[config.mk]
export PLATFORM = sky130hd
export DESIGN_NAME = bcd_stopwatch_n
export DESIGN_NICKNAME = d
export VERILOG_FILES = /design/src/rtl/bcd_stopwatch_n.sv
export SDC_FILE = /design/constraint.sdc
export NUM_CORES = 1
export LEC_CHECK = 0
export ABC_CLOCK_PERIOD_IN_PS = 2950
export BUFFER_PORTS_ARGS = -buffer_cell sky130_fd_sc_hd__buf_2
export CORE_MARGIN = 10
export CORE_UTILIZATION = 40
export DETAILED_ROUTE_END_ITERATION = 6
export GPL_TIMING_DRIVEN = 0
export PLACE_DENSITY = 0.65
export RECOVER_POWER = 25
export SETUP_SLACK_MARGIN = 0.15
export SLEW_MARGIN = 20
export SYNTH_ARGS = -nofsm -noshare
export SYNTH_HDL_FRONTEND = slang
export SYNTH_SLANG_ARGS = --single-unit
[constraint.sdc]
create_clock -name clk -period 2.95 [get_ports clk]
set_clock_uncertainty 0.1 [all_clocks]
set_input_delay 0.59 -clock clk [delete_from_list [all_inputs] [get_ports clk]]
set_output_delay 0.59 -clock clk [all_outputs]
set_load 0.02 [all_outputs]
[src/rtl/bcd_stopwatch_n.sv]
// N-digit BCD stopwatch: debounced one/ten/pause/clear buttons, one-hot FSM,
// tick prescaler, BCD counter with wrap or saturate overflow, 7-seg decode.
module bcd_stopwatch_n #(
  parameter int DIGITS          = 4,
  parameter int TICK_CYCLES     = 10_000_000,
  parameter int DEBOUNCE_CYCLES = 1_000,
  parameter int WRAP            = 1
) (
  input  logic                  clk,
  input  logic                  rst,
  input  logic                  one_button,
  input  logic                  ten_button,
  input  logic                  pause_button,
  input  logic                  clear_button,
  output logic [4*DIGITS-1:0]   bcd_num,
  output logic [7*DIGITS-1:0]   seg,
  output logic [4:0]            fsm_state,
  output logic                  tick,
  output logic                  overflow
);

  localparam int PW = $clog2(TICK_CYCLES);
  localparam int DW = $clog2(DEBOUNCE_CYCLES + 1);

  typedef enum logic [4:0] {
    IDLE  = 5'b00001,
    RUN1  = 5'b00010,
    RUN10 = 5'b00100,
    PAUSE = 5'b01000,
    DONE  = 5'b10000
  } state_t;

  state_t                       state;
  logic [PW-1:0]                pre;
  logic [DIGITS-1:0][3:0]       digits;
  logic [DIGITS-1:0][3:0]       nxt;
  logic                         inc_c;
  logic                         running;

  // Button order everywhere: [0] one, [1] ten, [2] pause, [3] clear
  logic [3:0]                   raw, s1, s2, evt;
  logic [3:0][DW-1:0]           db_cnt;
  logic                         ev_clr, ev_pause, ev_ten, ev_one;

  assign raw = {clear_button, pause_button, ten_button, one_button};

  always_ff @(posedge clk or posedge rst) begin
    if (rst) begin
      s1     <= '0;
      s2     <= '0;
      db_cnt <= '0;
    end else begin
      s1 <= raw;
      s2 <= s1;
      for (int b = 0; b < 4; b++) begin
        if (!s2[b])
          db_cnt[b] <= '0;
        else if (db_cnt[b] != DW'(DEBOUNCE_CYCLES))
          db_cnt[b] <= db_cnt[b] + DW'(1);
      end
    end
  end

  // Counter parks at DEBOUNCE_CYCLES while held, so a hold fires exactly once.
  always_comb begin
    evt = '0;
    for (int b = 0; b < 4; b++)
      evt[b] = s2[b] && (db_cnt[b] == DW'(DEBOUNCE_CYCLES - 1));
  end

  assign ev_clr   = evt[3];
  assign ev_pause = evt[2] && !evt[3];
  assign ev_ten   = evt[1] && !(|evt[3:2]);
  assign ev_one   = evt[0] && !(|evt[3:1]);

  assign running   = (state == RUN1) || (state == RUN10);
  assign tick      = running && (pre == PW'(TICK_CYCLES - 1));
  assign fsm_state = state;
  assign bcd_num   = digits;

  // Decimal increment; RUN10 injects the carry at digit 1.
  always_comb begin
    inc_c = 1'b1;
    nxt   = digits;
    for (int k = 0; k < DIGITS; k++) begin
      if (!(k == 0 && state == RUN10) && inc_c) begin
        if (digits[k] == 4'd9)
          nxt[k] = 4'd0;
        else begin
          nxt[k] = digits[k] + 4'd1;
          inc_c  = 1'b0;
        end
      end
    end
  end

  always_ff @(posedge clk or posedge rst) begin
    if (rst) begin
      state    <= IDLE;
      digits   <= '0;
      pre      <= '0;
      overflow <= 1'b0;
    end else begin
      overflow <= 1'b0;
      if (running)
        pre <= tick ? '0 : pre + PW'(1);
      else if (state == IDLE)
        pre <= '0;

      unique case (state)
        IDLE:    if (ev_ten) state <= RUN10; else if (ev_one) state <= RUN1;
        RUN1:    if (ev_pause) state <= PAUSE; else if (ev_ten) state <= RUN10;
        RUN10:   if (ev_pause) state <= PAUSE; else if (ev_one) state <= RUN1;
        PAUSE:   if (ev_ten) state <= RUN10; else if (ev_one) state <= RUN1;
        DONE:    state <= DONE;
        default: state <= IDLE;
      endcase

      // A pause or clear landing on a tick swallows that tick's increment.
      if (tick && !ev_clr && !ev_pause) begin
        digits <= nxt;
        if (inc_c) begin
          overflow <= 1'b1;
          if (WRAP == 0) begin
            digits <= {DIGITS{4'd9}};
            state  <= DONE;
          end
        end
      end

      if (ev_clr) begin
        state  <= IDLE;
        digits <= '0;
        pre    <= '0;
      end
    end
  end

  function automatic logic [6:0] seg7(input logic [3:0] d);
    case (d)
      4'd0:    seg7 = 7'b0111111;
      4'd1:    seg7 = 7'b0000110;
      4'd2:    seg7 = 7'b1011011;
      4'd3:    seg7 = 7'b1001111;
      4'd4:    seg7 = 7'b1100110;
      4'd5:    seg7 = 7'b1101101;
      4'd6:    seg7 = 7'b1111101;
      4'd7:    seg7 = 7'b0000111;
      4'd8:    seg7 = 7'b1111111;
      4'd9:    seg7 = 7'b1101111;
      default: seg7 = 7'b0000000;
    endcase
  endfunction

  always_comb begin
    seg = '0;
    for (int k = 0; k < DIGITS; k++)
      seg[7*k +: 7] = seg7(digits[k]);
  end

endmodule

# Yosys cells after proc, flatten, opt, wreduce, memory -nomap -nowiden
# Memory sizes are Yosys's and may differ from the RTL's.
# Index checks and enable logic that the tools add are counted.
# totals
register_bits	94
latch_bits	0
mem_bits_rw	0
romBits	448
out_inout_bits	51
elab_cells	116
n_memories	4
# memory_table
memory	depth	word_bits	rd	rd_ports_with_merged_regs	wr	line_no	text
(name not given)	16	7	1	0	0	140	case (d)
(name not given)	16	7	1	0	0	140	
(name not given)	16	7	1	0	0	140	
(name not given)	16	7	1	0	0	140	
# op_classes
add_sub_neg	9
multipliers	0
div	0
order_cmp	0
n_eq_ne	24
shifts	0
mux	39
bitwise	0
reduce_logical	27
# op_table
cell	count
2-to-1 mux 24 bit	4
2-to-1 mux 10 bit	8
adder 10 x 1 -> 10 bit (second input constant)	4
equality test 10 bit (second input constant)	4
inequality test 10 bit (second input constant)	4
2-to-1 mux 16 bit	2
2-to-1 mux 4 bit	8
2-to-1 mux 5 bit	6
adder 24 x 1 -> 24 bit (second input constant)	1
equality test 24 bit (second input constant)	1
case mux 5 bit (4 select lines)	1
adder 4 x 1 -> 4 bit (second input constant)	4
equality test 4 bit (second input constant)	4
logical AND 1 bit	10
2-to-1 mux 1 bit	10
inequality test 2 x 1 -> 1 bit (second input constant)	4
AND reduction 2 bit	4
nonzero test 2 bit	4
equality test 5 x 1 -> 1 bit (second input constant)	1
equality test 5 x 2 -> 1 bit (second input constant)	1
equality test 5 x 3 -> 1 bit (second input constant)	1
equality test 5 x 4 -> 1 bit (second input constant)	1
equality test 5 bit (second input constant)	1
zero test 1 bit	4
other kinds (6)	7

# Depth between registers and ports, before layout
# logic_depth
ltp_word	9
ltp_mapped	8
depth_no_buf	7

# Worst setup path after synthesis
# OpenSTA, ideal clock, no wires.
# synth_timing
path_kind	register to output
from	register state[3], in the netlist fsm_state[3]
to	output port tick
t_arrival_ns	2.018
required_time_ns	2.260
path_slack_ns	0.242
path_stages_with_launch	8
n_path_buf	3
cell_sequence	dfrtp_1 buf_2 nor3_4 nand2_2 or4_4 buf_2 buf_2 inv_1
# synth_via
elab_chain_len	3
# synth_rtl
element	line_no	text
from (decl)	33	state_t state;
from (signal assigned)	99	state <= IDLE;
from (signal assigned)	111	IDLE: if (ev_ten) state <= RUN10; else if (ev_one) state <= RUN1;
from (signal assigned)	112	RUN1: if (ev_pause) state <= PAUSE; else if (ev_ten) state <= RUN10;
equality test 5 x 2 -> 1 bit / equality test 5 x 3 -> 1 bit (equally long branches)	76	assign running = (state == RUN1) || (state == RUN10);
logical OR 1 bit (*)	76	
logical AND 1 bit (*)	77	assign tick = running && (pre == PW'(TICK_CYCLES - 1));
to (decl)	18	output logic tick,
# Mark *: on every way between the ends. The rest lies on a longest branch, timed or not.

# Final worst setup path
# layout_timing
from	register state[4], in the netlist fsm_state[4]
to	output port tick
# The elaborated chain is that of the path after synthesis.

==> results.json <==
{
  "status": "finished, violations left",
  "failed_checks": "capacitance limit, slew limit",
  "max_slew.worst_pin.slew_ns": 1.63,
  "ant_nets": 0,
  "p_total_mw": 2.49,
  "yosys-top-cells-area": "dfrtp_1 39%, ha_1 8.4%, xnor2_1 3.8%, nand3_1 3.7%, and2_1 3.5%",
  "path_common_cell": "buf_6",
  "drv_slew": 30,
  "grt_pass1_wl_um": 24600,
  "grt_pass1_vias": 5169,
  "ys_seq_area_frac": 0.395,
  "synth_flop_cell": "dfrtp_1",
  "critPathMaxStageDelay_ns": 0.56,
  "critPathArrivalTime_ns": 2.18,
  "clk_latency_ns": 0.34,
  "cp-startpoint": "fsm_state[4]",
  "drc": 0,
  "rsz0062_at_grt": "yes",
  "wl_per_cell_um": 15.6,
  "drt-initial-drc-count": 340,
  "syn_avg_cell_area_um2": 9.01,
  "grt_max_degree": 31,
  "cpMaxStageDelayCell": "or4_4",
  "cp-end-kind": "primary output",
  "cts_root_buf": "clkbuf_16",
  "yosys.area.top_type": "dfrtp_1",
  "grt-ovfl-total": 0,
  "drtPass1Iterations": 4,
  "async_flop_share": 1.00,
  "final_cells": 931,
  "synth_edf_count": 0,
  "cp-endpoint": "tick",
  "drive_gt1_frac": 0.147,
  "grt_antenna_before_repair": 0,
  "critical_path.cell_chain": "nor3_4 > nand2_2 > or4_4 > buf_6 > buf_8 > inv_2 > buf_6",
  "required_ns": 2.26,
  "r2r-end": "pre[6]",
  "die-area_mm2": 0.0202,
  "placed_area_mm2": 0.00653,
  "areaGrowthSynthToFinish_pct": 16.5,
  "vias_per_cell": 5.62,
  "worst-r2r-cell-count": 8,
  "r2r_slack_ns": 0.35,
  "fmax_mhz": 348,
  "powerDensity_mw_per_mm2": 359,
  "grt.total_usage": 0.143,
  "setup_viol": 0,
  "critPathKind": "flop to primary output",
  "slew_headroom": -0.0879,
  "ys_warn_count": 0,
  "cts.sinks": 94,
  "synth_seq_cells": 94,
  "worstSetupStartpointType": "flop",
  "cap_violations": 1,
  "fin_crit_ns": 2.87,
  "hp-class": "input port to asynchronous set/reset pin",
  "ir_worst_vdd_v": 0.000200,
  "yosys.area.top_type_share": 0.391,
  "finalCritPeriodShare": 0.973,
  "synth_commonest_cells": "93 x dfrtp_1, 46 x nand2_1, 44 x nand3_1, 40 x ha_1, 39 x inv_1",
  "dp_hpwl_um": 10500,
  "cts_max_level": 3,
  "timing_hold_violations_final": 0,
  "ctsHoldBuffers": 0,
  "ios": 57,
  "core_mm2": 0.0146,
  "preCtsSetupSlack_ns": -0.0249,
  "synthCells": 661,
  "cts_tree": "built",
  "leakagePower_nw": 3.08,
  "rr_startpoint": "db_cnt[30]",
  "n_antenna_cell": 0,
  "globalplace.congestion": 0.882,
  "post-route-cell-area_mm2": 0.00694,
  "place_inst": 904,
  "clk_pin_slew_ns": 0.06,
  "cts_buffer_depth": 2,
  "synth_cell_types": 61,
  "port_buffers": 56,
  "postRouteWirelength_um": 14500,
  "syn-num-nets": 707,
  "yosysMostFrequentCell": "dfrtp_1",
  "cts_buffers": 9,
  "start_util": 0.408,
  "synth_area_mm2": 0.00596,
  "die_y_um": 142,
  "setup_slack_ns": 0.0784,
  "vias": 5235,
  "fill_cells": 1373,
  "cp_max_fo": 10,
  "layout.nets": 788,
  "fp-row-count": 44,
  "chipWidth_um": 142
}
[worst min path at each step]
stage                     startpoint    end  depth (start not counted)
after floorplan                s1[0]  s2[0]                          0
after global placement         s1[2]  s2[2]                          0
after detailed placement       s1[3]  s2[3]                          0
after CTS                        rst  s1[0]                          2
after global routing             rst  s2[0]                          2
final                            rst  s1[0]                          2
[per-layer routing]
metal	wire [um]	vias up	GRT usage	share of wire
li1	-	2528	-	-
met1	6500	2542	0.182	0.45
met2	6970	153	0.235	0.48
met3	910	12	0.0314	0.063
met4	134	0	0.0446	0.0092
met5	0	-	0	0
[power by group]
group          total, mW  switching, mW  internal [mW]
registers           1.33         0.0200           1.31
logic             0.0822         0.0520         0.0302
clock network       1.08          0.465          0.618
total               2.49          0.537           1.96
[per-stage QoR]
| step | TNS (ns) | hold slack (ns) | util |
|---|---|---|---|
| after floorplan | 0 | 0.231 | - |
| after global placement | 0 | 0.233 | 0.444 |
| after detailed placement | -0.0325 | 0.235 | 0.448 |
| after CTS | 0 | 0.135 | 0.475 |
| after global routing | 0 | 0.235 | 0.476 |
| final | 0 | 0.196 | 0.476 |
[layout make-up]
type / instances / area [um2] / share of cell area
buffer: 34 / 161 / 0.0233
multi-input combinational: 494 / 3370 / 0.486
timing repair buffer: 70 / 397 / 0.0572
sequential: 94 / 2360 / 0.340
tap: 184 / 230 / 0.0332
inverter: 39 / 148 / 0.0213
clock buffer: 15 / 268 / 0.0386
clock inverter: 1 / 5.00 / 0.000721
[flip-flops by register name (all words and copies together), names as in the netlist]
signal     count
bcd_num       16
db_cnt        40
fsm_state      5
overflow       1
pre           24
s1             4
s2             4
[cells in the final DEF (no fill, tap or decap), types with 14 or more instances in the layout]
master    count
nor2_1       30
a31oi_1      32
nand4_1      22
and3_1       20
inv_1        37
a21oi_1      27
xnor2_1      26
buf_4        14
o21ai_0      35
dfrtp_1      91
and2_1       33
clkbuf_1     31
buf_2        56
nand3_1      44
nand2_1      46
ha_1         39
[logic make-up (layout without fill, tap and decap cells)]
kind of cell	after synthesis	count (layout)	synth area share
muxes	12	12	0.0202
buffers and inverters	73	159	0.0473
AOI/OAI and AO/OA	132	132	0.141
DFF	94	94	0.395
xor gates and xnor gates	36	36	0.0542
adders and majority gates	40	40	0.0840
and+or+nand+nor	274	274	0.259
[what timing repair did]
item	in CTS	in global routing
pin swaps	5	4
setup endpoints to repair	11	12
endpoints found under the hold margin	0	0
gates resized for setup	17	11
buffers inserted	8	3
[worst max-delay path: cells and delay by family, from the launching register on]
kind,cells,cell delay [ns]
simple gates,3,0.93
buf+inv,4,0.43
flops,1,0.48
(Power assumes the default switching activity.)
